File: src/rtl/ysyx_040066_clint.sv
// Core-local interruptor: mtime/mtimecmp/msip register port plus the trap
// request handshake toward the CSR unit.
module ysyx_040066_clint #(
    parameter int unsigned TICK_DIV = 1,
    parameter int unsigned AW       = 16
) (
    input  logic          clk,
    input  logic          rst,
    input  logic          req_valid,
    output logic          req_ready,
    input  logic          req_wen,
    input  logic [AW-1:0] req_addr,
    input  logic [63:0]   req_wdata,
    input  logic [7:0]    req_wmask,
    output logic          resp_valid,
    input  logic          resp_ready,
    output logic [63:0]   resp_rdata,
    output logic          resp_err,
    input  logic [63:0]   mie,
    input  logic [63:0]   mstatus,
    output logic          intr_valid,
    output logic [63:0]   intr_no,
    input  logic          intr_ack,
    output logic          mtip,
    output logic          msip_o
);

    localparam int unsigned XLEN  = 64;
    localparam int unsigned NBYTE = XLEN / 8;
    localparam int unsigned DIV_W = (TICK_DIV > 1) ? $clog2(TICK_DIV) : 1;

    localparam logic [AW-1:0]   ADDR_MSIP  = AW'(16'h0000);
    localparam logic [AW-1:0]   ADDR_CMP   = AW'(16'h4000);
    localparam logic [AW-1:0]   ADDR_MTIME = AW'(16'hBFF8);
    localparam logic [XLEN-1:0] CAUSE_MSI  = 64'h8000_0000_0000_0003;
    localparam logic [XLEN-1:0] CAUSE_MTI  = 64'h8000_0000_0000_0007;

    typedef enum logic {
        BUS_IDLE = 1'b0,
        BUS_RESP = 1'b1
    } bus_state_e;

    typedef enum logic [1:0] {
        INT_IDLE = 2'b00,
        INT_PEND = 2'b01,
        INT_WAIT = 2'b10
    } int_state_e;

    bus_state_e       bus_state, bus_state_d;
    int_state_e       int_state, int_state_d;
    logic [XLEN-1:0]  mtime, mtimecmp;
    logic [DIV_W-1:0] div_cnt;
    logic             msip_bit;
    logic             hit_msip, hit_cmp, hit_mtime, mapped, accept, wr;
    logic             tick, en, latch;
    logic [XLEN-1:0]  rdata_c, cause_c;
    logic             unused_bits;

    // Byte-enable merge of write data into an existing register value
    function automatic logic [XLEN-1:0] merge(input logic [XLEN-1:0] old,
                                              input logic [XLEN-1:0] data,
                                              input logic [NBYTE-1:0] mask);
        logic [XLEN-1:0] res;
        res = old;
        for (int i = 0; i < int'(NBYTE); i++) begin
            if (mask[i]) res[i*8 +: 8] = data[i*8 +: 8];
        end
        return res;
    endfunction

    // Misaligned offsets never match a register, so they fall into the error path
    assign hit_msip  = (req_addr == ADDR_MSIP);
    assign hit_cmp   = (req_addr == ADDR_CMP);
    assign hit_mtime = (req_addr == ADDR_MTIME);
    assign mapped    = hit_msip | hit_cmp | hit_mtime;
    assign accept    = req_valid && (bus_state == BUS_IDLE);
    assign wr        = accept && req_wen;
    assign tick      = (div_cnt == DIV_W'(TICK_DIV - 1));

    always_comb begin
        rdata_c = '0;
        if (hit_msip)       rdata_c = {63'b0, msip_bit};
        else if (hit_cmp)   rdata_c = mtimecmp;
        else if (hit_mtime) rdata_c = mtime;
    end

    always_comb begin
        bus_state_d = bus_state;
        case (bus_state)
            BUS_IDLE: if (req_valid)  bus_state_d = BUS_RESP;
            BUS_RESP: if (resp_ready) bus_state_d = BUS_IDLE;
            default:                  bus_state_d = BUS_IDLE;
        endcase
    end

    always_ff @(posedge clk) begin
        if (rst) begin
            bus_state  <= BUS_IDLE;
            resp_rdata <= '0;
            resp_err   <= 1'b0;
        end else begin
            bus_state <= bus_state_d;
            if (accept) begin
                resp_rdata <= (req_wen || !mapped) ? '0 : rdata_c;
                resp_err   <= !mapped;
            end
        end
    end

    assign req_ready  = (bus_state == BUS_IDLE);
    assign resp_valid = (bus_state == BUS_RESP);

    // Timebase and registers; a bus write to mtime overrides the tick
    always_ff @(posedge clk) begin
        if (rst) begin
            mtime    <= '0;
            mtimecmp <= '1;
            msip_bit <= 1'b0;
            div_cnt  <= '0;
            mtip     <= 1'b0;
        end else begin
            if (wr && hit_mtime) begin
                mtime   <= merge(mtime, req_wdata, req_wmask);
                div_cnt <= '0;
            end else begin
                div_cnt <= tick ? '0 : div_cnt + DIV_W'(1);
                if (tick) mtime <= mtime + XLEN'(1);
            end
            if (wr && hit_cmp) mtimecmp <= merge(mtimecmp, req_wdata, req_wmask);
            if (wr && hit_msip && req_wmask[0]) msip_bit <= req_wdata[0];
            mtip <= (mtime >= mtimecmp);
        end
    end

    assign msip_o = msip_bit;

    assign en      = mstatus[3] & ((msip_bit & mie[3]) | (mtip & mie[7]));
    assign cause_c = (msip_bit & mie[3]) ? CAUSE_MSI : CAUSE_MTI;

    always_comb begin
        int_state_d = int_state;
        latch       = 1'b0;
        case (int_state)
            INT_IDLE: begin
                if (en) begin
                    int_state_d = INT_PEND;
                    latch       = 1'b1;
                end
            end
            INT_PEND: begin
                if (intr_ack)  int_state_d = INT_WAIT;
                else if (!en)  int_state_d = INT_IDLE;
            end
            INT_WAIT: int_state_d = INT_IDLE;
            default:  int_state_d = INT_IDLE;
        endcase
    end

    always_ff @(posedge clk) begin
        if (rst) begin
            int_state <= INT_IDLE;
            intr_no   <= '0;
        end else begin
            int_state <= int_state_d;
            if (latch) intr_no <= cause_c;
        end
    end

    assign intr_valid = (int_state == INT_PEND);

    assign unused_bits = ^{mie[63:8], mie[6:4], mie[2:0], mstatus[63:4], mstatus[2:0]};

endmodule

File: config.mk
export PLATFORM = sky130hd
export DESIGN_NAME = ysyx_040066_clint
export DESIGN_NICKNAME = d
export VERILOG_FILES = /design/src/rtl/ysyx_040066_clint.sv
export SDC_FILE = /design/constraint.sdc
export NUM_CORES = 1
export LEC_CHECK = 0
export CAP_MARGIN = 20
export CORE_MARGIN = 1
export CORE_UTILIZATION = 25
export CTS_BUF_LIST = sky130_fd_sc_hd__clkbuf_16
export CTS_CLUSTER_DIAMETER = 80
export DETAILED_ROUTE_END_ITERATION = 10
export MAX_ROUTING_LAYER = met4
export PLACE_DENSITY_LB_ADDON = 0.1
export SYNTH_ARGS = -nofsm -noshare
export SYNTH_HDL_FRONTEND = slang
export SYNTH_SLANG_ARGS = --single-unit
File: constraint.sdc
create_clock -name clk -period 3.2 [get_ports clk]
set_input_delay 0.64 -clock clk [delete_from_list [all_inputs] [get_ports clk]]
set_output_delay 0.64 -clock clk [all_outputs]
set_load 0.02 [all_outputs]
After elaboration in Yosys (flattened, before gate mapping)
Index checks and enable logic that the tools add are counted.
{"block": "totals", "regBits": 263, "in_bits": 222, "output_inout_bits": 134, "elab_cells": 101}
{"block": "classes", "n_addsub": 2, "n_lt_le_gt_ge": 1, "eq_ne": 14, "n_mux": 24, "bitwise_logic": 8, "n_reduce_logical": 28}
{"cell": "$mux 64", "n": 6}
{"cell": "$add 64x1->64 const B", "n": 1}
{"cell": "$ge 64x64->1", "n": 1}
{"cell": "$mux 8", "n": 8}
{"cell": "$reduce_and 2->1", "n": 17}
{"cell": "$ne 2x2->1 const B", "n": 9}
{"cell": "$eq 16x15->1 const B", "n": 1}
{"cell": "$eq 16x16->1 const B", "n": 1}
{"cell": "$logic_not 16->1", "n": 1}
{"cell": "$logic_and 1x1->1", "n": 6}
{"cell": "$mux 2", "n": 3}
{"cell": "$mux 1", "n": 4}
{"cell": "$pmux 2 s2", "n": 1}
{"cell": "$and 1x1->1", "n": 3}
{"cell": "$mux 3", "n": 1}
{"cell": "$ne 3x3->1 const B", "n": 1}
{"cell": "$or 1x1->1", "n": 3}
{"cell": "$reduce_or 3->1", "n": 1}
{"cell": "$eq 2x1->1 const B", "n": 1}
{"cell": "$logic_not 2->1", "n": 1}
{"cell": "$ne 2x1->1 const B", "n": 1}
{"cell": "$not 1->1", "n": 2}
{"cell": "$pmux 1 s2", "n": 1}
{"cell": "$add 1x1->1 const B", "n": 1}
{"cell": "2 further kinds", "n": 2}

Longest topological paths before layout
{"block": "logic_depth", "depth_word": 6, "ltp_mapped": 9, "depth_no_buf": 8}

Worst setup path before layout
OpenSTA, ideal clock, no wires.
{"block": "synth_path", "path_type": "input port to flip-flop", "start": "input port req_addr[5]", "end": "register mtime[24]", "t_arrival_ps": 2330, "required_time_ps": 3068, "path_slack_ps": 738, "stages": 9, "n_path_buf": 3, "path_cell_list": "nand2_1 -> or4_1 -> nor3_1 -> buf_2 -> buf_2 -> buf_2 -> a21oi_1 -> o21ai_0 -> a21oi_1"}
{"block": "synth_between", "elab_chain_cells": 4, "word_cells_on_any_way": 6, "classes_between": "eq/ne (3); mux (1); reduce/logical (2)"}
{"element": "from (decl)", "line_no": "12", "rtl": "input logic [AW-1:0] req_addr,"}
{"element": "$eq 16x16->1 *", "line_no": "74", "rtl": "assign hit_mtime = (req_addr == ADDR_MTIME);"}
{"element": "$logic_and 1x1->1 *", "line_no": "122", "rtl": "if (wr && hit_mtime) begin"}
{"element": "$ne 2x2->1 (no source line) / $ne 2x1->1 (equally long branches)"}
{"element": "$reduce_and 2->1 (no source line)"}
{"element": "to (signal assigned)", "line_no": "123", "rtl": "mtime <= merge(mtime, req_wdata, req_wmask);"}
{"element": "to (signal assigned)", "line_no": "127", "rtl": "if (tick) mtime <= mtime + XLEN'(1);"}
{"element": "to (decl)", "line_no": "51", "rtl": "logic [XLEN-1:0] mtime, mtimecmp;"}
Mark *: on every way between the ends. The rest lies on a longest branch, timed or not.
A chain may end at the register's enable or synchronous reset.

Final worst setup path
{"block": "layout_path", "start": "register mtime[27]", "end": "register mtime[48]"}
{"block": "layout_between", "elab_chain_cells": 3}
{"element": "$add 64x1->64", "line_no": "127"}
{"element": "$mux 64", "line_no": "127"}
{"element": "$mux 64", "line_no": "122"}
Every way passes these cells. The select of a mux whose other input is x is not followed.

==> summary.txt <==
Outcome
  – Outcome: completed

Worst setup path
  – R2R depth: 6
  – CP Data Arrival Time: roughly 3.3 ns
  – Reg2Reg Launch Point: mtime[27]$_SDFFE_PP0P_
  – Critical path launch point type: flip-flop
  – RR Endpoint: mtime[48]$_SDFFE_PP0P_
  – Critical Path End Type: flip-flop
  – CP Max Fanout: 10
  – Crit path capture: mtime[48]$_SDFFE_PP0P_
  – Critical path class: flip-flop to flip-flop
  – Worst reg2reg setup slack: 0.40 ns
  – CP Launch Point: mtime[27]$_SDFFE_PP0P_
  – Required time of the worst setup path: around 3.7 ns

Routing
  – Vias/cell: 4.97
  – DRC viols: 0
  – Post-DR wirelength/cell: roughly 19 um
  – WL final: between 40000 and 50000 um
  – Initial DRT Pass Iterations: 5
  – Antenna-violating nets left: 0
  – Vias: 11.4k
  – 1st-iter DRT viols: approximately 780

Yosys
  – Distinct cells, synth: 65
  – Sequential cell area fraction in the yosys report: roughly 36%
  – Synth Area in XOR/XNOR: 0.155%
  – Post-synthesis compound-gate area fraction: between 10% and 20%
  – Post-Syn Instances: between 1k and 1.5k
  – Mux share of post-synthesis cell area: 0.764%
  – Adder-Cell Fraction of Synth Area: under 10%
  – Mean area per synthesized cell: between 7 and 8 um^2
  – Synth Area in Simple Gates: 27.7%
  – Post-synth EDFFs: 0
  – Post-synthesis cell area: about 0.011 mm^2
  – Ranking of synthesized cells by area: dfxtp_1 (36%), ha_1 (7.2%), nand2_1 (7.0%), nand3_1 (7.0%), o21ai_0 (4.5%)
  – Area leader, netlist: dfxtp_1
  – Top-area cell type share of the netlist area: roughly 36%
  – Register bit total from synthesis: 201
  – YS warnings: 0
  – Ys async rst share: 0%
  – Main synth FF type: dfxtp_1
  – Main combinational cell family by area after synthesis: simple AND/OR/NAND/NOR gates

Final layout
  – Area Growth Syn to Fin: 31.8%
  – Final #Nets: roughly 2.0k
  – Share of cells above drive strength 1: between 10 and 15%
  – Ant diodes: 0
  – Most frequent cells in the layout: nand2_1 (210), dfxtp_1 (201), clkdlybuf4s50_1 (169)
  – Most common cell after layout, fill and taps aside: nand2_1

Timing
  – Post-route worst setup slack: about 0.40 ns
  – Final Max Tran Viols: 0
  – TNS Setup: 0 ns
  – Rel. slew slack: 44.7%
  – Period Utilization, post-route: 87.6%
  – Skew final: about 0.0079 ns
  – Final Hold Fails: 0
  – Post-layout min period: approximately 2.8 ns
  – Slew at the pin with the worst max-slew slack: 0.824 ns
  – Unrepaired setup endpoints after global routing: false
  – Count of endpoints failing setup in the final report: 0
  – Peak Freq: 0.357 GHz

Die
  – Die Width: approximately 210 um
  – Core area: between 0.04 and 0.05 mm^2
  – Die H: around 210 um
  – Die area: roughly 0.046 mm^2
  – Top Ports: 356
  – Initial Utilization: approximately 25%
  – Row count: 77

Clock tree
  – Clock tree buffer depth: 3
  – Clock transition at the registers of the reported paths: ~0.060 ns
  – Skew-Pair Late Insertion Delay: 0.55 ns
  – Cts bufs inserted: 27
  – Post-CTS Setup Bufs: 0
  – Htree depth: 1
  – Post-CTS sizing: 0
  – Clk sinks: 201
  – Root Buffer: clkbuf_16
  – CTS Hold Bufs: 0
  – CTS tree: built

Global route
  – First-pass GRT wire length: 66700 um
  – Top Usage Layer GRT: met2
  – GRT Total Usage: a little under a fifth
  – Vias in the first global route: roughly 11k
  – Largest net degree at the start of global routing: between 40 and 50
  – GR Layer Usage met2: 29.9%
  – Met3 global-route usage: under 10%
  – Congestion Overflow GR: 0
  – GRT met1 Usage: between 20% and 30%
  – Antenna violations before repair: 0

Power and ir drop
  – Maximum VDD drop: ~260 uV
  – Leak: 6.29 nW
  – Overall Power: 5.69 mW
  – Pwr Density: 382 mW/mm^2

Flow run
  – Number of max-cap violations: 0

Min path
  – Hold Crit Depth: 2
  – Hold Path Class: flip-flop to flip-flop

Placed design
  – Pre-CTS WS: -0.0594 ns
  – GP Congestion: ~0.87
  – Detail Placement HPWL: 32500 um
  – IO buf count: between 150 and 200
-- cell type report --
type	count	area, um^2
fill	4731	29500
multi-input combinational	1103	6460
sequential	201	4020
timing repair buffer	279	2620
tap	592	741
clock buffer	27	676
inverter	73	274
clock inverter	18	101
-- worst max-delay path, cell delays in order, from the launching register on --
cell      delay, ns
dfxtp_1        0.55
nand4_1        0.25
nor3_1         0.63
nand2_1        0.38
nor4_2         0.53
a211oi_1       0.16
nor4_1         0.22
-- cell usage after synthesis (all sizes together), types with 40 or more instances --
library cell / n
nor4: 44
nor2: 61
nand2: 210
a22oi: 68
o21ai: 103
clkbuf: 71
nand3: 158
inv: 73
dfxtp: 201
ha: 65
buf: 78
nor3: 40
a21oi: 62
-- per-stage QoR --
step,hold WS [ns],instance area [um^2],utilization [%],cells
detailed placement,0.442,14100,31.8,2248
global placement,0.440,14100,31.8,2248
finish,0.450,14900,33.5,2293
floorplan,0.438,11500,-,1526
CTS,0.455,14900,33.5,2293
global route,0.466,14900,33.5,2293
-- cells by family after synthesis --
logic type,Yosys count
and+or+nand+nor,633
AOI/OAI and AO/OA,334
buffers and inverters,222
DFF,201
adders and majority gates,65
muxes,8
xor gates and xnor gates,2
other,1
-- registers in the layout (all words and copies together) (netlist names), 2 cells and up --
| signal | count |
|---|---|
| intr_no | 2 |
| resp_rdata | 64 |
| int_state | 2 |
| mtime | 64 |
| mtimecmp | 64 |
-- power breakdown --
| group | switching (mW) | leakage (nW) | internal [mW] | total, mW |
|---|---|---|---|---|
| combinational | 0.252 | 4.26 | 0.151 | 0.404 |
| sequential | 0.00873 | 1.62 | 2.51 | 2.52 |
| clock | 1.19 | 0.406 | 1.58 | 2.77 |
-- layer usage --
layer | vias up | wire (um)
li1 | 5645 | -
met1 | 5384 | 20600
met3 | 61 | 1990
met4 | 0 | 911
met5 | - | 0
met2 | 311 | 19700
-- how the worst min path moves through the flow --
stage                                        endpoint  slack, ns                   startpoint
after detailed placement  resp_rdata[11]$_SDFFE_PP0P_       0.44  resp_rdata[11]$_SDFFE_PP0P_
after CTS                 resp_rdata[11]$_SDFFE_PP0P_       0.46  resp_rdata[11]$_SDFFE_PP0P_
after global placement    resp_rdata[32]$_SDFFE_PP0P_       0.44  resp_rdata[32]$_SDFFE_PP0P_
after floorplan             int_state[1]$_SDFFE_PP0P_       0.44    int_state[0]$_SDFFE_PP0P_
after global routing      resp_rdata[31]$_SDFFE_PP0P_       0.47  resp_rdata[31]$_SDFFE_PP0P_
final                     resp_rdata[20]$_SDFFE_PP0P_       0.45  resp_rdata[20]$_SDFFE_PP0P_
Note: power is estimated with default switching activity, not from simulation.
